==> src/rtl/eth_helper_pkg.sv <==
// rtl/eth_helper_pkg.sv - shared stream tags and AXI B snoop entry type for the EthHelper stream arbiter
package eth_helper_pkg;

    localparam int STREAM_TYPE_WIDTH = 3;

    localparam logic [STREAM_TYPE_WIDTH-1:0] STREAM_TYPE_AW = 3'b000;
    localparam logic [STREAM_TYPE_WIDTH-1:0] STREAM_TYPE_W  = 3'b001;
    localparam logic [STREAM_TYPE_WIDTH-1:0] STREAM_TYPE_AR = 3'b010;
    localparam logic [STREAM_TYPE_WIDTH-1:0] STREAM_TYPE_R  = 3'b011;
    localparam logic [STREAM_TYPE_WIDTH-1:0] STREAM_TYPE_B  = 3'b100;

    localparam int B_ID_WIDTH = 32;

    typedef struct packed {
        logic [B_ID_WIDTH-1:0] bid;
        logic [1:0]            bresp;
    } b_snoop_entry_t;

endpackage

==> src/rtl/snoop_fifo.sv <==
// rtl/snoop_fifo.sv - register-array FIFO with wrap-bit pointers used to buffer snooped B beats
module snoop_fifo #(
    parameter int WIDTH = 34,
    parameter int DEPTH = 4,
    localparam int AW = $clog2(DEPTH)
) (
    input  logic             clk,
    input  logic             reset,
    input  logic             push,
    input  logic [WIDTH-1:0] wdata,
    input  logic             pop,
    output logic [WIDTH-1:0] rdata,
    output logic             full,
    output logic             empty,
    output logic [AW:0]      count
);

    localparam logic [AW:0] PTR_ONE = 1;

    logic [WIDTH-1:0] mem [DEPTH];
    logic [AW:0]      wr_ptr;
    logic [AW:0]      rd_ptr;
    logic             do_push;
    logic             do_pop;

    // Extra MSB distinguishes full from empty when the index bits coincide.
    assign full    = (wr_ptr[AW] != rd_ptr[AW]) && (wr_ptr[AW-1:0] == rd_ptr[AW-1:0]);
    assign empty   = (wr_ptr == rd_ptr);
    assign count   = wr_ptr - rd_ptr;
    assign do_push = push && !full;
    assign do_pop  = pop && !empty;
    assign rdata   = mem[rd_ptr[AW-1:0]];

    always_ff @(posedge clk) begin
        if (reset) begin
            wr_ptr <= '0;
            rd_ptr <= '0;
        end else begin
            if (do_push) begin
                wr_ptr <= wr_ptr + PTR_ONE;
            end
            if (do_pop) begin
                rd_ptr <= rd_ptr + PTR_ONE;
            end
        end
    end

    always_ff @(posedge clk) begin
        if (do_push && !reset) begin
            mem[wr_ptr[AW-1:0]] <= wdata;
        end
    end

endmodule

==> src/rtl/axi_b_snoop_fifo.sv <==
// rtl/axi_b_snoop_fifo.sv - AXI4 B-channel snooper feeding a single-beat stream; AXI_B_SNOOP_DROP_CNT_EN adds drop_count
module axi_b_snoop_fifo
    import eth_helper_pkg::*;
#(
    parameter int DATA_WIDTH        = 128,
    parameter int ID_WIDTH          = 32,
    parameter int USER_WIDTH        = 64,
    parameter int STREAM_TYPE_WIDTH = eth_helper_pkg::STREAM_TYPE_WIDTH,
    parameter logic [STREAM_TYPE_WIDTH-1:0] STREAM_TYPE = STREAM_TYPE_B,
    parameter int DEPTH             = 4,
    parameter int BACKPRESSURE      = 1
) (
    input  logic                       clk,
    input  logic                       reset,
    input  logic                       ready,
    output logic                       valid,
    output logic                       in_progress,
    output logic                       last,
    output logic [DATA_WIDTH-1:0]      data,
    output logic [$clog2(DEPTH):0]     count,
    output logic [ID_WIDTH-1:0]        AXIS_bid,
    output logic [1:0]                 AXIS_bresp,
    output logic [USER_WIDTH-1:0]      AXIS_buser,
    output logic                       AXIS_bvalid,
    input  logic                       AXIS_bready,
    input  logic [ID_WIDTH-1:0]        AXIM_bid,
    input  logic [1:0]                 AXIM_bresp,
    input  logic [USER_WIDTH-1:0]      AXIM_buser,
    input  logic                       AXIM_bvalid,
    output logic                       AXIM_bready
`ifdef AXI_B_SNOOP_DROP_CNT_EN
    ,
    output logic [15:0]                drop_count
`endif
);

    localparam int  EW     = ID_WIDTH + 2;
    localparam logic BP_OFF = (BACKPRESSURE == 0);

    logic          full;
    logic          empty;
    logic          gate;
    logic          hs;
    logic          fifo_push;
    logic          fifo_pop;
    logic [EW-1:0] head;

    // During reset the B channel must never be masked, regardless of FIFO state.
    assign gate        = reset | ~full | BP_OFF;
    assign AXIS_bid    = AXIM_bid;
    assign AXIS_bresp  = AXIM_bresp;
    assign AXIS_buser  = AXIM_buser;
    assign AXIS_bvalid = AXIM_bvalid & gate;
    assign AXIM_bready = AXIS_bready & gate;
    assign hs          = AXIM_bvalid & AXIM_bready;
    assign fifo_push   = hs & ~reset & ~full;
    assign fifo_pop    = valid & ready;

    assign valid       = ~empty;
    assign in_progress = valid;
    assign last        = valid;

    snoop_fifo #(
        .WIDTH (EW),
        .DEPTH (DEPTH)
    ) u_fifo (
        .clk   (clk),
        .reset (reset),
        .push  (fifo_push),
        .wdata ({AXIM_bid, AXIM_bresp}),
        .pop   (fifo_pop),
        .rdata (head),
        .full  (full),
        .empty (empty),
        .count (count)
    );

    // Payload is masked while empty so stale storage never leaks onto the stream.
    always_comb begin
        data = '0;
        data[DATA_WIDTH-1 -: STREAM_TYPE_WIDTH] = STREAM_TYPE;
        if (valid) begin
            data[DATA_WIDTH-STREAM_TYPE_WIDTH-1 -: ID_WIDTH] = head[EW-1:2];
            data[1:0] = head[1:0];
        end
    end

`ifdef AXI_B_SNOOP_DROP_CNT_EN
    logic drop;

    assign drop = hs & ~reset & full;

    always_ff @(posedge clk) begin
        if (reset) begin
            drop_count <= '0;
        end else if (drop && drop_count != 16'hFFFF) begin
            drop_count <= drop_count + 16'd1;
        end
    end
`endif

endmodule
==> config.mk <==
export PLATFORM = sky130hd
export DESIGN_NAME = axi_b_snoop_fifo
export DESIGN_NICKNAME = d
export VERILOG_FILES = /design/src/rtl/eth_helper_pkg.sv /design/src/rtl/snoop_fifo.sv /design/src/rtl/axi_b_snoop_fifo.sv
export SDC_FILE = /design/constraint.sdc
export NUM_CORES = 1
export LEC_CHECK = 0
export ABC_AREA = 1
export CAP_MARGIN = 20
export CORE_ASPECT_RATIO = 0.9
export CORE_UTILIZATION = 35
export CTS_CLUSTER_SIZE = 24
export DETAILED_ROUTE_END_ITERATION = 12
export PLACE_DENSITY_LB_ADDON = 0.12
export SLEW_MARGIN = 20
export SYNTH_ARGS = -nofsm -noshare
export SYNTH_HDL_FRONTEND = slang
export SYNTH_SLANG_ARGS = --single-unit
==> constraint.sdc <==
create_clock -name clk -period 9.7 [get_ports clk]
set_clock_uncertainty 0.2 [all_clocks]
set_input_delay 0.97 -clock clk [delete_from_list [all_inputs] [get_ports clk]]
set_output_delay 0.97 -clock clk [all_outputs]
set_load 0.05 [all_outputs]
==> results of run 1 <==
[cells in the final DEF (no fill, tap or decap)]
cell type / synthesis / final
o21ai_1: 20 / 20
dfxtp_1: 8 / 6
clkdlybuf4s50_1: 0 / 114
bufinv_16: 0 / 1
clkbuf_16: 0 / 17
fa_1: 1 / 1
nand2_2: 1 / 1
xor2_1: 1 / 1
nor2_1: 143 / 139
inv_1: 17 / 17
nor2_4: 0 / 4
nand3_1: 8 / 8
edfxtp_1: 136 / 136
dfxtp_2: 0 / 2
nand3_4: 1 / 1
nand2_1: 22 / 22
inv_2: 1 / 1
ha_1: 7 / 7
o21ai_0: 48 / 48
clkbuf_1: 4 / 6
clkinv_2: 0 / 6
a21oi_1: 40 / 40
inv_4: 2 / 2
conb_1: 2 / 94
buf_4: 199 / 5
clkinv_1: 0 / 2
[routing by layer]
layer	up-vias	routed length (µm)	track usage
li1	1993	-	-
met1	1959	6563	0.1720
met2	131	7273	0.2349
met3	54	863	0.04406
met4	0	409	0.07504
met5	-	0	0
[kinds of logic after synthesis]
group | Yosys count | share of synthesized area
flip-flops | 144 | 0.5802
buffers and inverters | 239 | 0.2355
XOR/XNOR | 1 | 0.001198
adder cells (fa/ha/maj) | 8 | 0.01471
AND/OR/NAND/NOR | 175 | 0.09340
AO/OA/AOI/OAI | 108 | 0.07390
other | 2 | 0.001027
[worst min-delay path, delay by kind of cell, from the launching register on]
family / cells / cell delay [ns]
AOI/OAI and AO/OA: 1 / 0.05
DFF: 1 / 0.33
and+or+nand+nor: 1 / 0.07
[registers in the layout, indices dropped and copies added, names as in the netlist, named ones only]
signal and count:
u_fifo.mem 136, u_fifo.rd_ptr 3, u_fifo.wr_ptr 3
[layout make-up]
type	count	share of cell area
Timing Repair Buffer	119	0.1462
Clock buffer	23	0.05556
Sequential cell	144	0.5267
Inverter	20	0.009932
Clock inverter	9	0.008380
Multi-Input combinational cell	386	0.2137
Tap cell	255	0.03957
[worst min path at each step]
stage                  endpoint  slack [ns]  depth (start not counted)
2_1_floorplan  u_fifo.wr_ptr[0]        0.27                          2
3_3_place_gp   u_fifo.wr_ptr[0]        0.30                          2
3_5_place_dp   u_fifo.wr_ptr[0]        0.30                          2
4_1_cts        u_fifo.wr_ptr[0]        0.31                          2
5_1_grt        u_fifo.wr_ptr[0]        0.32                          2
6_report       u_fifo.wr_ptr[0]        0.30                          2
[metrics by stage]
step	hold WS, ns	cells	area, µm²
after detailed placement	0.3009	924	7547
after CTS	0.3080	956	8063
after floorplan	0.2689	769	7660
final	0.3038	956	8063
after global placement	0.3005	924	7547
after global routing	0.3228	956	8063
[power by group]
group,switching [µW],internal [µW],total (µW)
Sequential,2.89,687,690
Combinational,243,70.8,313
Clock,229,347,576
Total,474,1110,1580
==> flow_summary.ini, run 1 <==
[place]
place.gp.congestion = 0.7285
dpl.hpwl_um = 8880
portBuffers = 114
post-place-ws_ns = 5.620

[die]
floorplan.initialDensity = 0.3615
dieArea_um2 = 21480
coreArea_um2 = 20230
die_w_um = 154.4
io_pins = 337
die_h_um = 139.1
placementRows = 49

[cts]
cts_setup_buffers = 0
cts_tree = built
insertion_delay_ns = 0.42
cts_max_level = 4
max-clock-path-buffers = 2
cts_inserted_buffers = 17
ctsHoldBuffers = 0
clock-sinks = 144
clkSlewWorstSetupHoldPaths_ns = 0.06
cts_resized = 0
root_buffer = clkbuf_16

[timing]
rsz0062_at_grt = no
drv_slew = 0
fin_setup_tns_ns = 0
tightest_slew_ns = 0.8242
finalHoldViolations = 0
setup_viol = 0
maxSlewHeadroom = 0.4505
clock.fmax_ghz = 0.2252
fin_ws_ns = 5.259
min_period_over_period = 0.4579
min_period_ns = 4.441

[power]
p_total_uw = 1580
power_density_nw_per_um2 = 195.9
ir_worst_vdd_mv = 0.1373
leakagePower_uw = 0.002937

[logic_synthesis]
synth_top_area_cell = edfxtp_1
yosys.cell_types.count = 23
seq_area_frac_synth = 0.5802
netlist_area_um2 = 7315
synth_edf_count = 136
synth_top_cells_by_count = buf_4 (199), nor2_1 (143), edfxtp_1 (136)
yosys_warnings = 0
async_flop_share = 0
synth_top_flop_cell = edfxtp_1
ys_ff_latch = 144
synth_top_area_share = 0.5583
synth.avg_cell_area_um2 = 10.80
synthTopCellsByArea = edfxtp_1 (56%), buf_4 (20%), nor2_1 (7.3%), o21ai_0 (3.3%), a21oi_1 (2.7%)
yosysMostFrequentCell = buf_4
synth_cells = 677

[final_layout]
drive_above_1_share = 0.05706
multiInputGateArea_um2 = 1723
post-route-util = 0.3985
nFillCells = 1955
syn_to_final_growth_pct = 10.23
sequential_cell_area_um2 = 4247
antennaDiodeCount = 0
final_nets = 799

[routing]
wire_per_inst_um = 15.81
detail_route.iter0.violations = 171
drc_errors = 0
final_antenna_net_count = 0
wl_um = 15110
route.vias.total = 4137
routed_via_density = 4.327
first_pass_iters = 4

[setup_path]
cp.required_ns = 8.53
startpoint_type = flop
r2r_slack_ns = 7.21
reg2reg_to = u_fifo.mem[3][21]
rr_worst_depth = 8
cp_max_fo = 35
crit_cells = 5
slowest_delay_ns = 0.87
cp_cell_sequence = inv_2 > nor2_1 > o21ai_0 > a21oi_1 > clkdlybuf4s50_1
critPathBufInv = 2
cp_slowest_cell = dfxtp_2
reg2reg_from = u_fifo.wr_ptr[0]
endpoint_kind = output port
cp.arrival_ns = 3.27
crit_end = data[124]
cp_top_family = buffers and inverters
critPathKind = flop to output port

[min_path]
min_path_type = flop to flop
worstHoldStart = u_fifo.wr_ptr[0]

[run]
cap_violations = 0

[grt]
grt_pass1_wl_um = 23240
grt.total_usage = 0.1442
first_global_vias = 4255
grt_max_degree = 70
grt_overflow_total = 0
antenna_found_initial = 0

[status]
run_status = complete, no violations
No activity file was read; power rests on OpenSTA's default activity.
==> run 2, diff against run 1 <==
==> constraint.sdc (replaced) <==
create_clock -name clk -period 3.7 [get_ports clk]
set_clock_uncertainty 0.2 [all_clocks]
set_input_delay 0.37 -clock clk [delete_from_list [all_inputs] [get_ports clk]]
set_output_delay 0.37 -clock clk [all_outputs]
set_load 0.05 [all_outputs]
==> flow_summary.ini, run 2 (synthesis results as in run 1) <==
[setup_path]
cp_top_family = buffers and inverters
cp_max_fo = 34
slowest_delay_ns = 0.82
cp.arrival_ns = 2.70
critPathBufInv = 2
rr_worst_depth = 8
cp_slowest_cell = clkdlybuf4s50_1
reg2reg_to = u_fifo.mem[1][17]
critPathKind = flop to output port
endpoint_kind = output port
cp_cell_sequence = inv_2 > nor2_1 > o21ai_1 > a21oi_1 > clkdlybuf4s50_1
reg2reg_from = u_fifo.wr_ptr[0]
cp.required_ns = 3.13
r2r_slack_ns = 1.20
startpoint_type = flop

[final_layout]
multiInputGateArea_um2 = 1723
mostFrequentLayoutCells = nor2_1 (139), edfxtp_1 (136), conb_1 (94)
post-route-util = 0.4014
final_nets = 807
layout_commonest_cell = nor2_1
drive_above_1_share = 0.1045
syn_to_final_growth_pct = 11.03
sequential_cell_area_um2 = 4247
nFillCells = 1966
final_cell_area_um2 = 8122
antennaDiodeCount = 0
largest_register_ffs = 136

[place]
dpl.hpwl_um = 9735
post-place-ws_ns = 0.8230
portBuffers = 114
dpl_cell_area_um2 = 7555
place.gp.congestion = 0.7826

[die]
die_w_um = 154.4
dieArea_um2 = 21480
floorplan.initialDensity = 0.3615
placementRows = 49
coreArea_um2 = 20230
die_h_um = 139.1
io_pins = 337

[cts]
clkSlewWorstSetupHoldPaths_ns = 0.06
ctsHoldBuffers = 0
root_buffer = clkbuf_16
cts_tree = built
cts_resized = 0
max-clock-path-buffers = 2
cts_inserted_buffers = 17
cts_setup_buffers = 0
insertion_delay_ns = 0.42
cts_max_level = 4
clock-sinks = 144

[timing]
maxSlewHeadroom = 0.4644
min_period_ns = 3.272
fin_setup_tns_ns = 0
fin_ws_ns = 0.4284
drv_slew = 0
min_period_over_period = 0.8842
setup_viol = 0
finalHoldViolations = 0
rsz0062_at_grt = no
clock.fmax_ghz = 0.3057
tightest_slew_ns = 0.8022

[routing]
routed_via_density = 4.386
route.vias.total = 4224
drc_errors = 0
wl_um = 15430
first_pass_iters = 4
wire_per_inst_um = 16.02
final_antenna_net_count = 0
detail_route.iter0.violations = 197

[grt]
grt.total_usage = 0.1464
grt_overflow_total = 0
first_global_vias = 4165
antenna_found_initial = 0
grt_max_degree = 52
grt_pass1_wl_um = 23470

[run]
cap_violations = 0

[min_path]
holdPathEnd = u_fifo.wr_ptr[0]
min_path_type = flop to flop
whs_path_depth = 2
worstHoldStart = u_fifo.wr_ptr[0]

[status]
run_status = complete, no violations

[power]
power_density_nw_per_um2 = 526.7
p_total_uw = 4277
ir_worst_vdd_mv = 0.2950
leakagePower_uw = 0.003035
## run 2: cell types whose count changed in the layout (fill, tap and decap cells not counted)
cell	previous run	this run
clkinv_4	0	2
clkinvlp_4	0	2
bufinv_16	1	2
inv_6	0	3
clkdlybuf4s50_1	114	93
buf_4	5	34
clkbuf_1	6	0
clkinv_2	6	3
## run 2: area by class of cell
class	count	share of cell area
flip-flops and latches	144	0.5229
multi-input cells	386	0.2121
repair buffers	127	0.1460
clock buffers	17	0.05238
well taps	255	0.03929
clock inverters	14	0.01741
inverters	20	0.009860
## run 2: report_power, final
part           internal (µW)  leakage [µW]  switching, µW
Sequential              1800       0.00129           14.9
Combinational            184       0.00147            633
Clock                    986      0.000275            658
Total                   2970       0.00303           1310
## run 2: worst register-to-register path, stage by stage, from the launching register on
cell	delay, ns
dfxtp_1	0.38
inv_1	0.11
ha_1	0.30
nand2_1	0.06
inv_1	0.08
nand3_1	0.16
nand2_2	0.20
nor2_4	0.13
buf_4	0.50
## run 2: how the worst max path moves through the flow
| stage | startpoint | end | slack, ns | cells past startpoint |
|---|---|---|---|---|
| detailed placement | reset | u_fifo.mem[1][17] | 0.82 | 7 |
| global placement | reset | u_fifo.mem[1][17] | 0.83 | 7 |
| CTS | flop | data[112] | 0.38 | 5 |
| finish | flop | data[106] | 0.43 | 5 |
| floorplan | u_fifo.wr_ptr[0] | u_fifo.mem[0][0] | 0.53 | 7 |
| global route | flop | data[113] | 0.23 | 6 |
## run 2: stage by stage
step | hold slack, ns | cells
5_1_grt | 0.3138 | 963
4_1_cts | 0.3064 | 963
2_1_floorplan | 0.2391 | 769
3_3_place_gp | 0.2905 | 932
3_5_place_dp | 0.2962 | 932
6_report | 0.3052 | 963
## run 2: metal layers
layer,vias up,GRT usage,share of wire
met5,-,0,0
met3,47,0.04844,0.065
li1,2023,-,-
met4,0,0.06305,0.019
met1,1999,0.1818,0.43
met2,155,0.2333,0.48
